===== src/rtl/mem_arbiter.sv =====
// ============================================================================
// mem_arbiter : two-requester (fetch / LSU) single-outstanding memory arbiter
//               with registered outputs, round-robin ties and a BUSY timeout.
//               Build option: MEM_ARB_LSU_PRIORITY_EN (LSU always wins ties).
// Revision    : 1.0 - initial release
// ============================================================================
`default_nettype none

module mem_arbiter #(
  parameter int unsigned TIMEOUT_CYCLES = 255
) (
  input  logic        CLK,
  input  logic        RST_N,
  input  logic        IF_REQ,
  input  logic [31:0] IF_ADDR,
  output logic        IF_GNT,
  output logic        IF_VALID,
  output logic [31:0] IF_RDATA,
  input  logic        LSU_REQ,
  input  logic        LSU_WE,
  input  logic [3:0]  LSU_BE,
  input  logic [31:0] LSU_ADDR,
  input  logic [31:0] LSU_WDATA,
  output logic        LSU_GNT,
  output logic        LSU_VALID,
  output logic [31:0] LSU_RDATA,
  output logic        MEM_REQ,
  output logic        MEM_WE,
  output logic [3:0]  MEM_BE,
  output logic [31:0] MEM_ADDR,
  output logic [31:0] MEM_WDATA,
  input  logic [31:0] MEM_RDATA,
  input  logic        MEM_READY,
  output logic        BUS_ERR
);

  localparam logic [8:0] c_TIMEOUT = 9'(TIMEOUT_CYCLES);

  typedef enum logic [1:0] {
    S_IDLE = 2'd0,
    S_BUSY = 2'd1,
    S_RESP = 2'd2
  } state_t;

  state_t      r_state;
  state_t      w_state_nxt;
  logic [7:0]  r_cnt;
  logic        r_owner_lsu;
  logic        w_any_req;
  logic        w_pick_lsu;
  logic        w_tout;
  logic [31:0] w_rsp_data;
`ifndef MEM_ARB_LSU_PRIORITY_EN
  logic        r_last_lsu;
`endif

  always_comb begin
    w_any_req   = IF_REQ | LSU_REQ;
`ifdef MEM_ARB_LSU_PRIORITY_EN
    w_pick_lsu  = LSU_REQ;
`else
    // On a tie the requester that was not granted last wins.
    w_pick_lsu  = LSU_REQ & (~IF_REQ | ~r_last_lsu);
`endif
    w_tout      = (r_state == S_BUSY) && !MEM_READY && (c_TIMEOUT != 9'd0) &&
                  (({1'b0, r_cnt} + 9'd1) == c_TIMEOUT);
    w_rsp_data  = (w_tout || MEM_WE) ? 32'd0 : MEM_RDATA;
    w_state_nxt = r_state;
    case (r_state)
      S_IDLE:  if (w_any_req) w_state_nxt = S_BUSY;
      S_BUSY:  if (MEM_READY || w_tout) w_state_nxt = S_RESP;
      S_RESP:  w_state_nxt = S_IDLE;
      default: w_state_nxt = S_IDLE;
    endcase
  end

  always_ff @(posedge CLK or negedge RST_N) begin
    if (!RST_N) r_state <= S_IDLE;
    else        r_state <= w_state_nxt;
  end

  always_ff @(posedge CLK or negedge RST_N) begin
    if (!RST_N) begin
      r_cnt       <= 8'd0;
      r_owner_lsu <= 1'b0;
`ifndef MEM_ARB_LSU_PRIORITY_EN
      r_last_lsu  <= 1'b1;
`endif
      IF_GNT      <= 1'b0;
      IF_VALID    <= 1'b0;
      IF_RDATA    <= 32'd0;
      LSU_GNT     <= 1'b0;
      LSU_VALID   <= 1'b0;
      LSU_RDATA   <= 32'd0;
      MEM_REQ     <= 1'b0;
      MEM_WE      <= 1'b0;
      MEM_BE      <= 4'd0;
      MEM_ADDR    <= 32'd0;
      MEM_WDATA   <= 32'd0;
      BUS_ERR     <= 1'b0;
    end else begin
      IF_GNT    <= 1'b0;
      LSU_GNT   <= 1'b0;
      IF_VALID  <= 1'b0;
      LSU_VALID <= 1'b0;
      BUS_ERR   <= 1'b0;
      case (r_state)
        S_IDLE: begin
          if (w_any_req) begin
            r_owner_lsu <= w_pick_lsu;
`ifndef MEM_ARB_LSU_PRIORITY_EN
            r_last_lsu  <= w_pick_lsu;
`endif
            IF_GNT      <= ~w_pick_lsu;
            LSU_GNT     <= w_pick_lsu;
            MEM_REQ     <= 1'b1;
            MEM_WE      <= w_pick_lsu ? LSU_WE    : 1'b0;
            MEM_BE      <= w_pick_lsu ? LSU_BE    : 4'hF;
            MEM_ADDR    <= w_pick_lsu ? LSU_ADDR  : IF_ADDR;
            MEM_WDATA   <= w_pick_lsu ? LSU_WDATA : 32'd0;
            r_cnt       <= 8'd0;
          end
        end
        S_BUSY: begin
          if (MEM_READY || w_tout) begin
            MEM_REQ   <= 1'b0;
            BUS_ERR   <= w_tout;
            IF_VALID  <= ~r_owner_lsu;
            LSU_VALID <= r_owner_lsu;
            if (r_owner_lsu) LSU_RDATA <= w_rsp_data;
            else             IF_RDATA  <= w_rsp_data;
          end else begin
            r_cnt <= r_cnt + 8'd1;
          end
        end
        default: ;
      endcase
    end
  end

endmodule

`default_nettype wire


===== config.mk =====
export PLATFORM = sky130hd
export DESIGN_NAME = mem_arbiter
export DESIGN_NICKNAME = d
export VERILOG_FILES = /design/src/rtl/mem_arbiter.sv
export SDC_FILE = /design/constraint.sdc
export NUM_CORES = 1
export LEC_CHECK = 0
export CAP_MARGIN = 20
export CORE_MARGIN = 2
export CORE_UTILIZATION = 25
export CTS_CLUSTER_SIZE = 16
export DETAILED_ROUTE_END_ITERATION = 7
export SLEW_MARGIN = 20
export SYNTH_ARGS = -nofsm -noshare
export SYNTH_HDL_FRONTEND = slang
export SYNTH_SLANG_ARGS = --single-unit

===== constraint.sdc =====
create_clock -name CLK -period 2 [get_ports CLK]
set_clock_uncertainty 0.1 [all_clocks]
set_input_delay 0.2 -clock CLK [delete_from_list [all_inputs] [get_ports CLK]]
set_output_delay 0.2 -clock CLK [all_outputs]
set_load 0.1 [all_outputs]

After elaboration in Yosys (flattened, before gate mapping)
Index checks and enable logic that the tools add are counted.
W data, S select, Z words.
{"block": "word_totals", "out_inout_bits": 139, "latchBits": 0, "in_bits": 138, "rom_bits": 0, "ff_bits": 151, "mem_bits_rw": 0, "mem_count": 0}
{"block": "op_classes", "n_eq_ne": 5, "addsub": 2, "n_lt_le_gt_ge": 0, "reduce_logical": 13, "div_mod_pow": 0, "multipliers": 0, "n_bitwise": 7, "n_mux": 24, "shift": 0}
{"cell": "$mux W32", "count": 3}
{"cell": "$mux W8", "count": 2}
{"cell": "$pmux W8 S2", "count": 1}
{"cell": "$mux W1", "count": 13}
{"cell": "$reduce_and A3 Y1", "count": 4}
{"cell": "$add A8 B1 Y9 const B", "count": 1}
{"cell": "$eq A9 B8 Y1 const B", "count": 1}
{"cell": "$add A8 B1 Y8 const B", "count": 1}
{"cell": "$mux W2", "count": 2}
{"cell": "$mux W4", "count": 1}
{"cell": "$ne A2 B2 Y1 const B", "count": 2}
{"cell": "$not A1 Y1", "count": 4}
{"cell": "$pmux W2 S2", "count": 1}
{"cell": "$reduce_and A2 Y1", "count": 2}
{"cell": "$eq A2 B1 Y1 const B", "count": 1}
{"cell": "$logic_and A1 B1 Y1", "count": 2}
{"cell": "$logic_not A2 Y1", "count": 1}
{"cell": "$logic_or A1 B1 Y1", "count": 2}
{"cell": "$ne A2 B1 Y1 const B", "count": 1}
{"cell": "$or A1 B1 Y1", "count": 2}
{"cell": "$pmux W1 S2", "count": 1}
{"cell": "$reduce_bool A2 Y1", "count": 1}
{"cell": "$and A1 B1 Y1", "count": 1}
{"cell": "$logic_not A1 Y1", "count": 1}

Longest topological paths before layout
Gate-level depths: netlist (run 1).
{"block": "logic_depth", "word_depth": 6, "mapped_depth": 9, "ltp_nobuf": 7}

Worst setup path before layout (run 1)
No wires, ideal clock.
{"block": "synth_path", "path_kind": "reg2reg", "from": "register r_cnt[1]", "to": "register IF_RDATA[10]", "arrival_time_ps": 1918, "n_path_buf": 1, "synth_period_minus_slack_ps": 2141, "slack_ps": -141, "path_stages_with_launch": 8, "path_cell_list": "dfrtp_1 > ha_1 > a211o_1 > a211o_1 > o21bai_4 > nand2_4 > buf_6 > a32o_1"}
{"block": "synth_via", "elab_chain_len": 5}
{"item": "start: declaration", "line_no": "47", "source": "logic [7:0] r_cnt;"}
{"item": "start signal: assignment", "line_no": "133", "source": "r_cnt <= r_cnt + 8'd1;"}
{"item": "$add A8 B1 Y9 (*)", "line_no": "66", "source": "(({1'b0, r_cnt} + 9'd1) == c_TIMEOUT);"}
{"item": "$eq A9 B8 Y1 (*)", "line_no": "66"}
{"item": "$logic_and A1 B1 Y1 (*)", "line_no": "65", "source": "w_tout = (r_state == S_BUSY) && !MEM_READY && (c_TIMEOUT != 9'd0) &&"}
{"item": "$logic_or A1 B1 Y1 (on tied branches)", "line_no": "125, 67"}
{"item": "$reduce_and A3 Y1 (no source line) or $mux W32 (tied branches)"}
{"item": "end signal: assignment", "line_no": "131", "source": "else IF_RDATA <= w_rsp_data;"}
{"item": "end: declaration", "line_no": "18", "source": "output logic [31:0] IF_RDATA,"}
Mark *: on every way between the ends. The rest lies on a longest branch, timed or not.
A chain may end at the register's enable or synchronous reset.

Final worst setup path (run 1)
{"block": "layout_path", "from": "register r_cnt[0]", "to": "register IF_RDATA[15]"}
Same word-level chain as after synthesis.

==> impl_metrics.yaml, run 1 <==
run_status:
  outcome: "finished, violations left"
  violations: "negative setup slack"
floorplanning:
  dieArea_sq_um: 24700
  die_x_microns: 157
  die_y_microns: 157
  core_sq_um: 23300
  boundaryPins: 277
  row_count: 56
  start_util: 0.253
yosys:
  synth_area_leaders: "dfrtp_1 (64%), a32o_1 (11%), a222oi_1 (5.5%), a22o_1 (4.9%), inv_1 (2.5%)"
  synth_area_per_cell_sq_um: 13.4
  syn_inst: 440
  yosys.area.top_type: "dfrtp_1"
  synth_top_area_frac: 0.639
  ys_types: 39
  ys_seq_elements: 151
  synth_area_sq_um: 5880
  ys_seq_area_frac: 0.643
  syn_nets: 580
  ys_warn_count: 0
sta:
  fmax_ghz: 0.466
  hold_violations: 0
  drv_slew: 0
  fin_ws_ns: -0.148
  fin_setup_tns_ns: -8.73
  tightest_slew_ns: 0.463
  fin_crit_ns: 2.15
  rsz0062_at_grt: "yes"
  finalCritPeriodShare: 1.07
  slew-limit-headroom: 0.692
  setup_violations: 70
worst_setup_path:
  worstSetupPathType: "flop to flop"
  timing.rr.start: "r_cnt[0]$_DFFE_PN0P_"
  start_kind: "flop"
  cp_data_required_time_ns: 2.20
  crit_fanout: 21
  rr_endpoint: "IF_RDATA[15]$_DFFE_PN0P_"
  r2r_cells: 7
  critPathArrivalTime_ns: 2.35
  rrSetupSlack_ns: -0.15
  cp-end-kind: "flop"
route:
  drtIter0Drc: 425
  drcViolationCount: 0
  drt_first_pass_iters: 7
  via_per_inst: 4.76
  ant_nets: 0
  drt-total-wl_microns: 19100
  post_drt_wl_per_cell_microns: 17.8
  dr_total_vias: 5112
clock_tree:
  clock-sinks: 151
  cts-buffers-inserted: 17
  clockBufferDepth: 2
  clk_pin_slew_ns: 0.07
  cts-root-buf: "clkbuf_16"
  clkLatencyLatePin_ns: 0.41
  cts_tree: "yes"
  htree_levels: 4
grt:
  gr-total-overflow: 0
  grt_max_degree: 72
  grt_usage: 0.154
  grt_pass1_vias: 5314
  antenna_found_initial: 3
  grt_pass1_wl_microns: 29600
placement:
  io_buffers: 276
  numPlacedInstances: 1036
  place_hpwl_microns: 13300
  dp_slack_ns: -0.189
  gp_congestion: 0.820
layout:
  fin_nets: 880
  instances_no_fill: 1073
  drive_gt1_frac: 0.308
  area_growth_pct: 63.5
run:
  maxCapViolations: 0
worst_hold_path:
  min_path_type: "input pin to asynchronous set/reset pin"
-- worst max path at each step --
stage                         start                       end  slack (ns)  cells past startpoint
3_3_place_gp   r_cnt[0]$_DFFE_PN0P_  IF_RDATA[15]$_DFFE_PN0P_       -0.13                      7
3_5_place_dp   r_cnt[0]$_DFFE_PN0P_  IF_RDATA[15]$_DFFE_PN0P_       -0.19                      7
5_1_grt        r_cnt[0]$_DFFE_PN0P_  IF_RDATA[26]$_DFFE_PN0P_       -0.25                      8
6_report       r_cnt[0]$_DFFE_PN0P_  IF_RDATA[15]$_DFFE_PN0P_       -0.15                      7
4_1_cts        r_cnt[0]$_DFFE_PN0P_  IF_RDATA[15]$_DFFE_PN0P_       -0.15                      8
2_1_floorplan  r_cnt[0]$_DFFE_PN0P_  IF_RDATA[10]$_DFFE_PN0P_       -0.07                      8
-- stage by stage --
| step | cell area, sq um | hold WS (ns) | utilization |
|---|---|---|---|
| final | 9610 | 0.198 | 0.413 |
| after global routing | 9610 | 0.224 | 0.413 |
| after CTS | 9600 | 0.207 | 0.413 |
| after detailed placement | 8970 | 0.0782 | 0.386 |
| after global placement | 8970 | 0.0817 | 0.386 |
| after floorplan | 5890 | -0.196 | - |
-- logic make-up after synthesis --
logic type	synth area share
fa+ha+maj	0.00426
buf+inv	0.0579
flops	0.643
simple gates	0.0445
compound gates	0.250
-- area by class of cell --
class                      count  area, sq um
tap                          319          399
inverter                      39          146
clock buffer                  18          439
sequential                   151         3780
multi-input combinational    211         1810
timing repair buffer         320         2910
clock inverter                14          116
fill                        2275        13700
antenna                        1         2.50
-- placed cells by master, fill, tap and decap left out, drive strengths merged, types with 4 or more instances in the layout --
master         count
clkinv             5
a22o              33
nand3             11
a222oi            32
clkdlybuf4s50    136
clkbuf            18
nand2             12
dfrtp            150
buf              183
o22a               4
nor2              13
o21ai              8
inv               45
a32o              64
-- sequential cells by signal, summed over array words and instances, names as in the netlist, 2 cells and up --
name       count
IF_RDATA      32
r_state        2
r_cnt          8
LSU_RDATA     32
MEM_ADDR      32
MEM_WDATA     32
MEM_BE         4
-- Yosys cell counts (all sizes together) --
cell       n
clkbuf    29
a222oi    32
a21boi     1
o22a       4
or4        2
nand3b     1
nor2      13
o22ai      1
o21ai      8
and3       2
a21bo      1
o211a      1
inv       39
nand3     11
dfstp      1
and2       2
nor3       2
a211o      3
dfrtp    150
o21bai     1
o2bb2ai    1
a22o      33
a21oi      2
nor2b      3
ha         2
nand2b     2
o41ai      1
a32o      64
a31oi      2
o31ai      3
buf       10
nand2     12
nand4      1
-- worst max-delay path, cell delays in order (launching register included) --
cell	delay (ns)
dfrtp_2	0.47
a21bo_1	0.22
a211o_1	0.25
a211o_1	0.30
o21bai_4	0.21
nand2_4	0.10
buf_12	0.17
a32o_1	0.21
-- metal layers --
layer,vias up,wire length [microns],GRT usage
met5,-,16,0
met4,2,433,0.0576
met3,28,1080,0.0416
met2,174,9670,0.254
met1,2576,7890,0.193
li1,2332,-,-
-- repair_timing --
action,4_1_cts,5_1_grt
gates resized for setup,9,2
hold endpoints to repair,51,0
hold buffers,1,0
pin swaps,2,2
buffers inserted,3,0
endpoints found under the setup margin,70,73
Power of run 1 is left out: the tool's default activity adds up to more than one toggle a clock period on the data nets, which glitch-free logic cannot reach.
==> run 2: changes to the inputs <==
--- a/config.mk
+++ b/config.mk
@@ -6,7 +6,7 @@
 export NUM_CORES = 1
 export LEC_CHECK = 0
 export CAP_MARGIN = 20
-export CORE_MARGIN = 2
+export CORE_MARGIN = 1.5
 export CORE_UTILIZATION = 25
 export CTS_CLUSTER_SIZE = 16
 export DETAILED_ROUTE_END_ITERATION = 7
@@ -14,3 +14,4 @@
 export SYNTH_ARGS = -nofsm -noshare
 export SYNTH_HDL_FRONTEND = slang
 export SYNTH_SLANG_ARGS = --single-unit
+export TNS_END_PERCENT = 100
==> run 2 against run 1 <==
Compared with the run above:
- the flow still finishes with violations (negative setup slack)
- hold slack lost 0.021 ns
- sequential share of layout area is essentially flat
- final area is essentially flat
- cell count shrank 0.56%
- maximum frequency grew 2.1%
- via count is essentially flat
- non-clock buffer count grew 1
- critical path type unchanged
- critical endpoint is now LSU_RDATA[16]$_DFFE_PN0P_
- largest cell class unchanged
- highest routed layer is now met4
==> impl_metrics.yaml, run 2 (synthesis gave the netlist of run 1 again) <==
run_status:
  outcome: "finished, violations left"
  violations: "negative setup slack"
layout:
  fillers: 2247
  fin_nets: 881
  antennaDiodeCount: 0
  instances_no_fill: 1067
  drive_gt1_frac: 0.309
  most-common-layout-cells: "buf_4 (172), dfrtp_1 (147), clkdlybuf4s50_1 (136)"
  layout_commonest_cell: "buf_4"
  postLayoutCellArea_sq_um: 9610
  area_growth_pct: 63.5
worst_setup_path:
  cp_data_required_time_ns: 2.21
  start_kind: "flop"
  worstSetupPathType: "flop to flop"
  critPathArrivalTime_ns: 2.31
  critPathMaxStageDelay_ns: 0.42
  critPathBufInv: 2
  path_delay_family: "compound AO/OA/AOI/OAI gates"
  slowest_stage: "or4_1"
  cp-end-kind: "flop"
  crit_fanout: 33
  rrSetupSlack_ns: -0.10
  crit_chain: "buf_4, nand3_1, or4_1, o211a_2, o21bai_4, nand2_4, buf_12, a32o_1"
worst_hold_path:
  min_path_type: "input pin to asynchronous set/reset pin"
sta:
  tightest_slew_ns: 0.585
  fmax_ghz: 0.476
  drv_slew: 0
  hold_violations: 0
  fin_crit_ns: 2.10
  rsz0062_at_grt: "yes"
  fin_setup_tns_ns: -5.55
  finalCritPeriodShare: 1.05
  slew-limit-headroom: 0.607
  setup_violations: 68
  fin_ws_ns: -0.103
grt:
  grt_max_degree: 65
  use_met2: 0.257
  grt_pass1_vias: 5148
  grt_usage: 0.155
  antenna_found_initial: 0
  met3_usage: 0.0382
  gr-total-overflow: 0
  met1_usage: 0.192
  grt_pass1_wl_microns: 29200
  top_usage_layer: "met2"
floorplanning:
  die_x_microns: 156
  die_y_microns: 156
  boundaryPins: 277
  dieArea_sq_um: 24400
  row_count: 55
  start_util: 0.257
  core_sq_um: 22800
route:
  drtIter0Drc: 460
  via_per_inst: 4.79
  drcViolationCount: 0
  post_drt_wl_per_cell_microns: 17.8
  drt_first_pass_iters: 7
  drt-total-wl_microns: 19000
  dr_total_vias: 5108
  ant_nets: 0
placement:
  place_area_sq_um: 8960
  dp_slack_ns: -0.120
  gp_congestion: 0.815
  place_hpwl_microns: 13100
  numPlacedInstances: 1032
  io_buffers: 276
clock_tree:
  cts-buffers-inserted: 17
  clock-sinks: 151
  clk_pin_slew_ns: 0.07
  clkLatencyLatePin_ns: 0.42
  clockBufferDepth: 2
  cts-root-buf: "clkbuf_16"
  htree_levels: 4
  cts_tree: "yes"
run:
  maxCapViolations: 0
-- run 2: per-layer routing --
metal  vias to the layer above  routed length, microns
met3                        36                     954
li1                       2337                       -
met1                      2563                    7800
met5                         -                       0
met4                         0                     544
met2                       172                    9690
-- run 2: metrics by stage --
step | hold slack, ns | utilization
floorplan | -0.196 | -
global placement | 0.0653 | 0.392
detailed placement | 0.0690 | 0.392
CTS | 0.171 | 0.420
global route | 0.208 | 0.421
finish | 0.177 | 0.421
-- run 2: final timing paths --
path,startpoint,end,cells past startpoint
worst max-delay path,r_cnt[3]$_DFFE_PN0P_,LSU_RDATA[16]$_DFFE_PN0P_,8
worst min-delay path,RST_N,IF_VALID$_DFF_PN0_,2
worst max register to register,r_cnt[3]$_DFFE_PN0P_,LSU_RDATA[16]$_DFFE_PN0P_,8
worst min register to register,r_last_lsu$_DFFE_PN1P_,r_last_lsu$_DFFE_PN1P_,2
max in group asynchronous,RST_N,r_last_lsu$_DFFE_PN1P_,3
min in group CLK,IF_ADDR[14],MEM_ADDR[14]$_DFFE_PN0P_,3
-- run 2: area by class of cell --
cell class / count / area, sq um / area share
clock buffers: 18 / 429 / 0.0447
clock inverters: 14 / 161 / 0.0168
inverters: 39 / 146 / 0.0152
multi-input cells: 211 / 1810 / 0.189
flip-flops and latches: 151 / 3780 / 0.394
well taps: 313 / 392 / 0.0408
repair buffers: 321 / 2890 / 0.300
-- run 2: repair_timing --
action                     CTS  global route
pin swaps                    3             1
hold buffers                 1             0
setup endpoints to repair   70            73
hold endpoints to repair    41             0
setup buffers                2             0
gates resized for setup      6             3
Power of run 2 is left out for the same reason.
==> run 3: changes to the inputs <==
--- a/config.mk
+++ b/config.mk
@@ -7,9 +7,12 @@
 export LEC_CHECK = 0
 export CAP_MARGIN = 20
 export CORE_MARGIN = 1.5
-export CORE_UTILIZATION = 25
+export CORE_UTILIZATION = 37
+export CTS_CLUSTER_DIAMETER = 30
 export CTS_CLUSTER_SIZE = 16
 export DETAILED_ROUTE_END_ITERATION = 7
+export MAX_ROUTING_LAYER = met4
+export PLACE_DENSITY = 0.76
 export SLEW_MARGIN = 20
 export SYNTH_ARGS = -nofsm -noshare
 export SYNTH_HDL_FRONTEND = slang
==> run 3 against run 2 <==
Compared with the run above:
- the flow still finishes with violations (negative setup slack)
- sequential share of layout area rose by 0.58 points
- clock-buffer cell count rose by 4
- non-clock buffer count fell by 3
- register-to-register slack got worse by 0.05 ns
- via count rose by 0.86%
- first-iteration DRC count fell by 8.5%
- highest routed layer unchanged
- core utilization rose by 20 points
- global-route usage rose by 6.7 points
- sequential cell count did not move
- maximum frequency fell by 2.1%
- die area fell by 32%
==> impl_metrics.yaml, run 3 (synthesis gave the netlist of run 1 again) <==
grt:
  grt_pass1_vias: 5128
  grt_pass1_wl_microns: 27500
  antenna_found_initial: 0
  gr-total-overflow: 0
  grt_usage: 0.222
  grt_max_degree: 72
clock_tree:
  clk_pin_slew_ns: 0.06
  clock-sinks: 151
  cts_tree: "yes"
  cts-buffers-inserted: 17
  htree_levels: 4
  clockBufferDepth: 2
  cts-root-buf: "clkbuf_16"
  clkLatencyLatePin_ns: 0.42
worst_setup_path:
  slowest_stage: "dfrtp_2"
  critPathMostFrequentCell: "a211o_1"
  r2r_cells: 7
  crit_start: "r_cnt[0]$_DFFE_PN0P_"
  start_kind: "flop"
  rrSetupSlack_ns: -0.15
  critPathArrivalTime_ns: 2.35
  critPathMaxStageDelay_ns: 0.45
  worstSetupPathType: "flop to flop"
  path_delay_family: "compound AO/OA/AOI/OAI gates"
  crit_chain: "a21bo_1, a211o_1, a211o_1, o21bai_4, nand2_4, buf_12, a32o_2"
  cp_data_required_time_ns: 2.20
  timing.rr.start: "r_cnt[0]$_DFFE_PN0P_"
  crit_fanout: 33
  cp-end-kind: "flop"
  rr_endpoint: "IF_RDATA[10]$_DFFE_PN0P_"
  critPathBufInv: 1
sta:
  hold_violations: 0
  tightest_slew_ns: 0.715
  fin_ws_ns: -0.148
  fmax_ghz: 0.466
  slew-limit-headroom: 0.522
  finalCritPeriodShare: 1.07
  rsz0062_at_grt: "yes"
  fin_crit_ns: 2.15
  drv_slew: 0
  fin_setup_tns_ns: -7.76
  setup_violations: 69
route:
  drt-total-wl_microns: 17700
  ant_nets: 0
  dr_total_vias: 5152
  drt_first_pass_iters: 8
  post_drt_wl_per_cell_microns: 18.4
  via_per_inst: 5.36
  drtIter0Drc: 421
  drcViolationCount: 0
placement:
  io_buffers: 276
  gp_congestion: 0.835
  place_hpwl_microns: 12400
  numPlacedInstances: 926
floorplanning:
  dieArea_sq_um: 16600
  core_sq_um: 15400
  die_x_microns: 129
  row_count: 45
  start_util: 0.382
  die_y_microns: 129
  boundaryPins: 277
layout:
  area_growth_pct: 61.1
  antennaDiodeCount: 0
  layout_commonest_cell: "buf_4"
  fillers: 1211
  instances_no_fill: 962
  drive_gt1_frac: 0.306
  fin_nets: 878
  most-common-layout-cells: "buf_4 (170), dfrtp_1 (147), clkdlybuf4s50_1 (136)"
run_status:
  outcome: "finished, violations left"
  violations: "negative setup slack"
run:
  maxCapViolations: 0
worst_hold_path:
  min_path_type: "input pin to asynchronous set/reset pin"
==> run 3: cell count changes in the layout (fill, tap and decap cells not counted), sizes merged <==
| cell | previous run | this run |
|---|---|---|
| inv | 47 | 40 |
| bufinv | 1 | 3 |
| clkinvlp | 1 | 2 |
| clkbuf | 18 | 22 |
| dlymetal6s2s | 0 | 1 |
| buf | 184 | 180 |
==> run 3: area by class of cell <==
| type | count | area, sq um | area share |
|---|---|---|---|
| Multi-Input combinational cell | 211 | 1820 | 0.193 |
| Clock inverter | 10 | 145 | 0.0153 |
| Clock buffer | 22 | 464 | 0.0490 |
| Sequential cell | 151 | 3780 | 0.400 |
| Timing Repair Buffer | 318 | 2840 | 0.300 |
| Inverter | 39 | 146 | 0.0155 |
| Tap cell | 211 | 264 | 0.0279 |
==> run 3: how the worst max path moves through the flow <==
| stage | depth (start not counted) | to | slack (ns) |
|---|---|---|---|
| 3_5_place_dp | 7 | IF_RDATA[15]$_DFFE_PN0P_ | -0.15 |
| 4_1_cts | 7 | IF_RDATA[10]$_DFFE_PN0P_ | -0.17 |
| 2_1_floorplan | 8 | IF_RDATA[10]$_DFFE_PN0P_ | -0.07 |
| 3_3_place_gp | 7 | LSU_RDATA[12]$_DFFE_PN0P_ | -0.08 |
| 6_report | 7 | IF_RDATA[10]$_DFFE_PN0P_ | -0.15 |
| 5_1_grt | 7 | LSU_RDATA[1]$_DFFE_PN0P_ | -0.22 |
==> run 3: metal layers <==
| layer | share of wire | up-vias | track usage |
|---|---|---|---|
| met4 | 0.036 | 0 | 0.102 |
| met1 | 0.40 | 2570 | 0.263 |
| met2 | 0.52 | 223 | 0.366 |
| met3 | 0.051 | 43 | 0.0467 |
| li1 | - | 2316 | - |
| met5 | 0 | - | - |
==> run 3: metrics by stage <==
stage	setup WS [ns]	cell area, sq um	hold WS [ns]	util
finish	-0.148	9470	0.224	0.616
global route	-0.216	9470	0.262	0.616
CTS	-0.170	9420	0.236	0.613
detailed placement	-0.147	8770	0.106	0.571
global placement	-0.0754	8770	0.0978	0.571
floorplan	-0.0680	5890	-0.196	-
==> run 3: what timing repair did <==
item,4_1_cts,5_1_grt
hold buffers,1,0
resized for setup,7,6
setup endpoints to repair,71,74
buffers inserted,0,3
pin swaps,1,0
hold endpoints to repair,54,0
Power of run 3 is left out for the same reason.
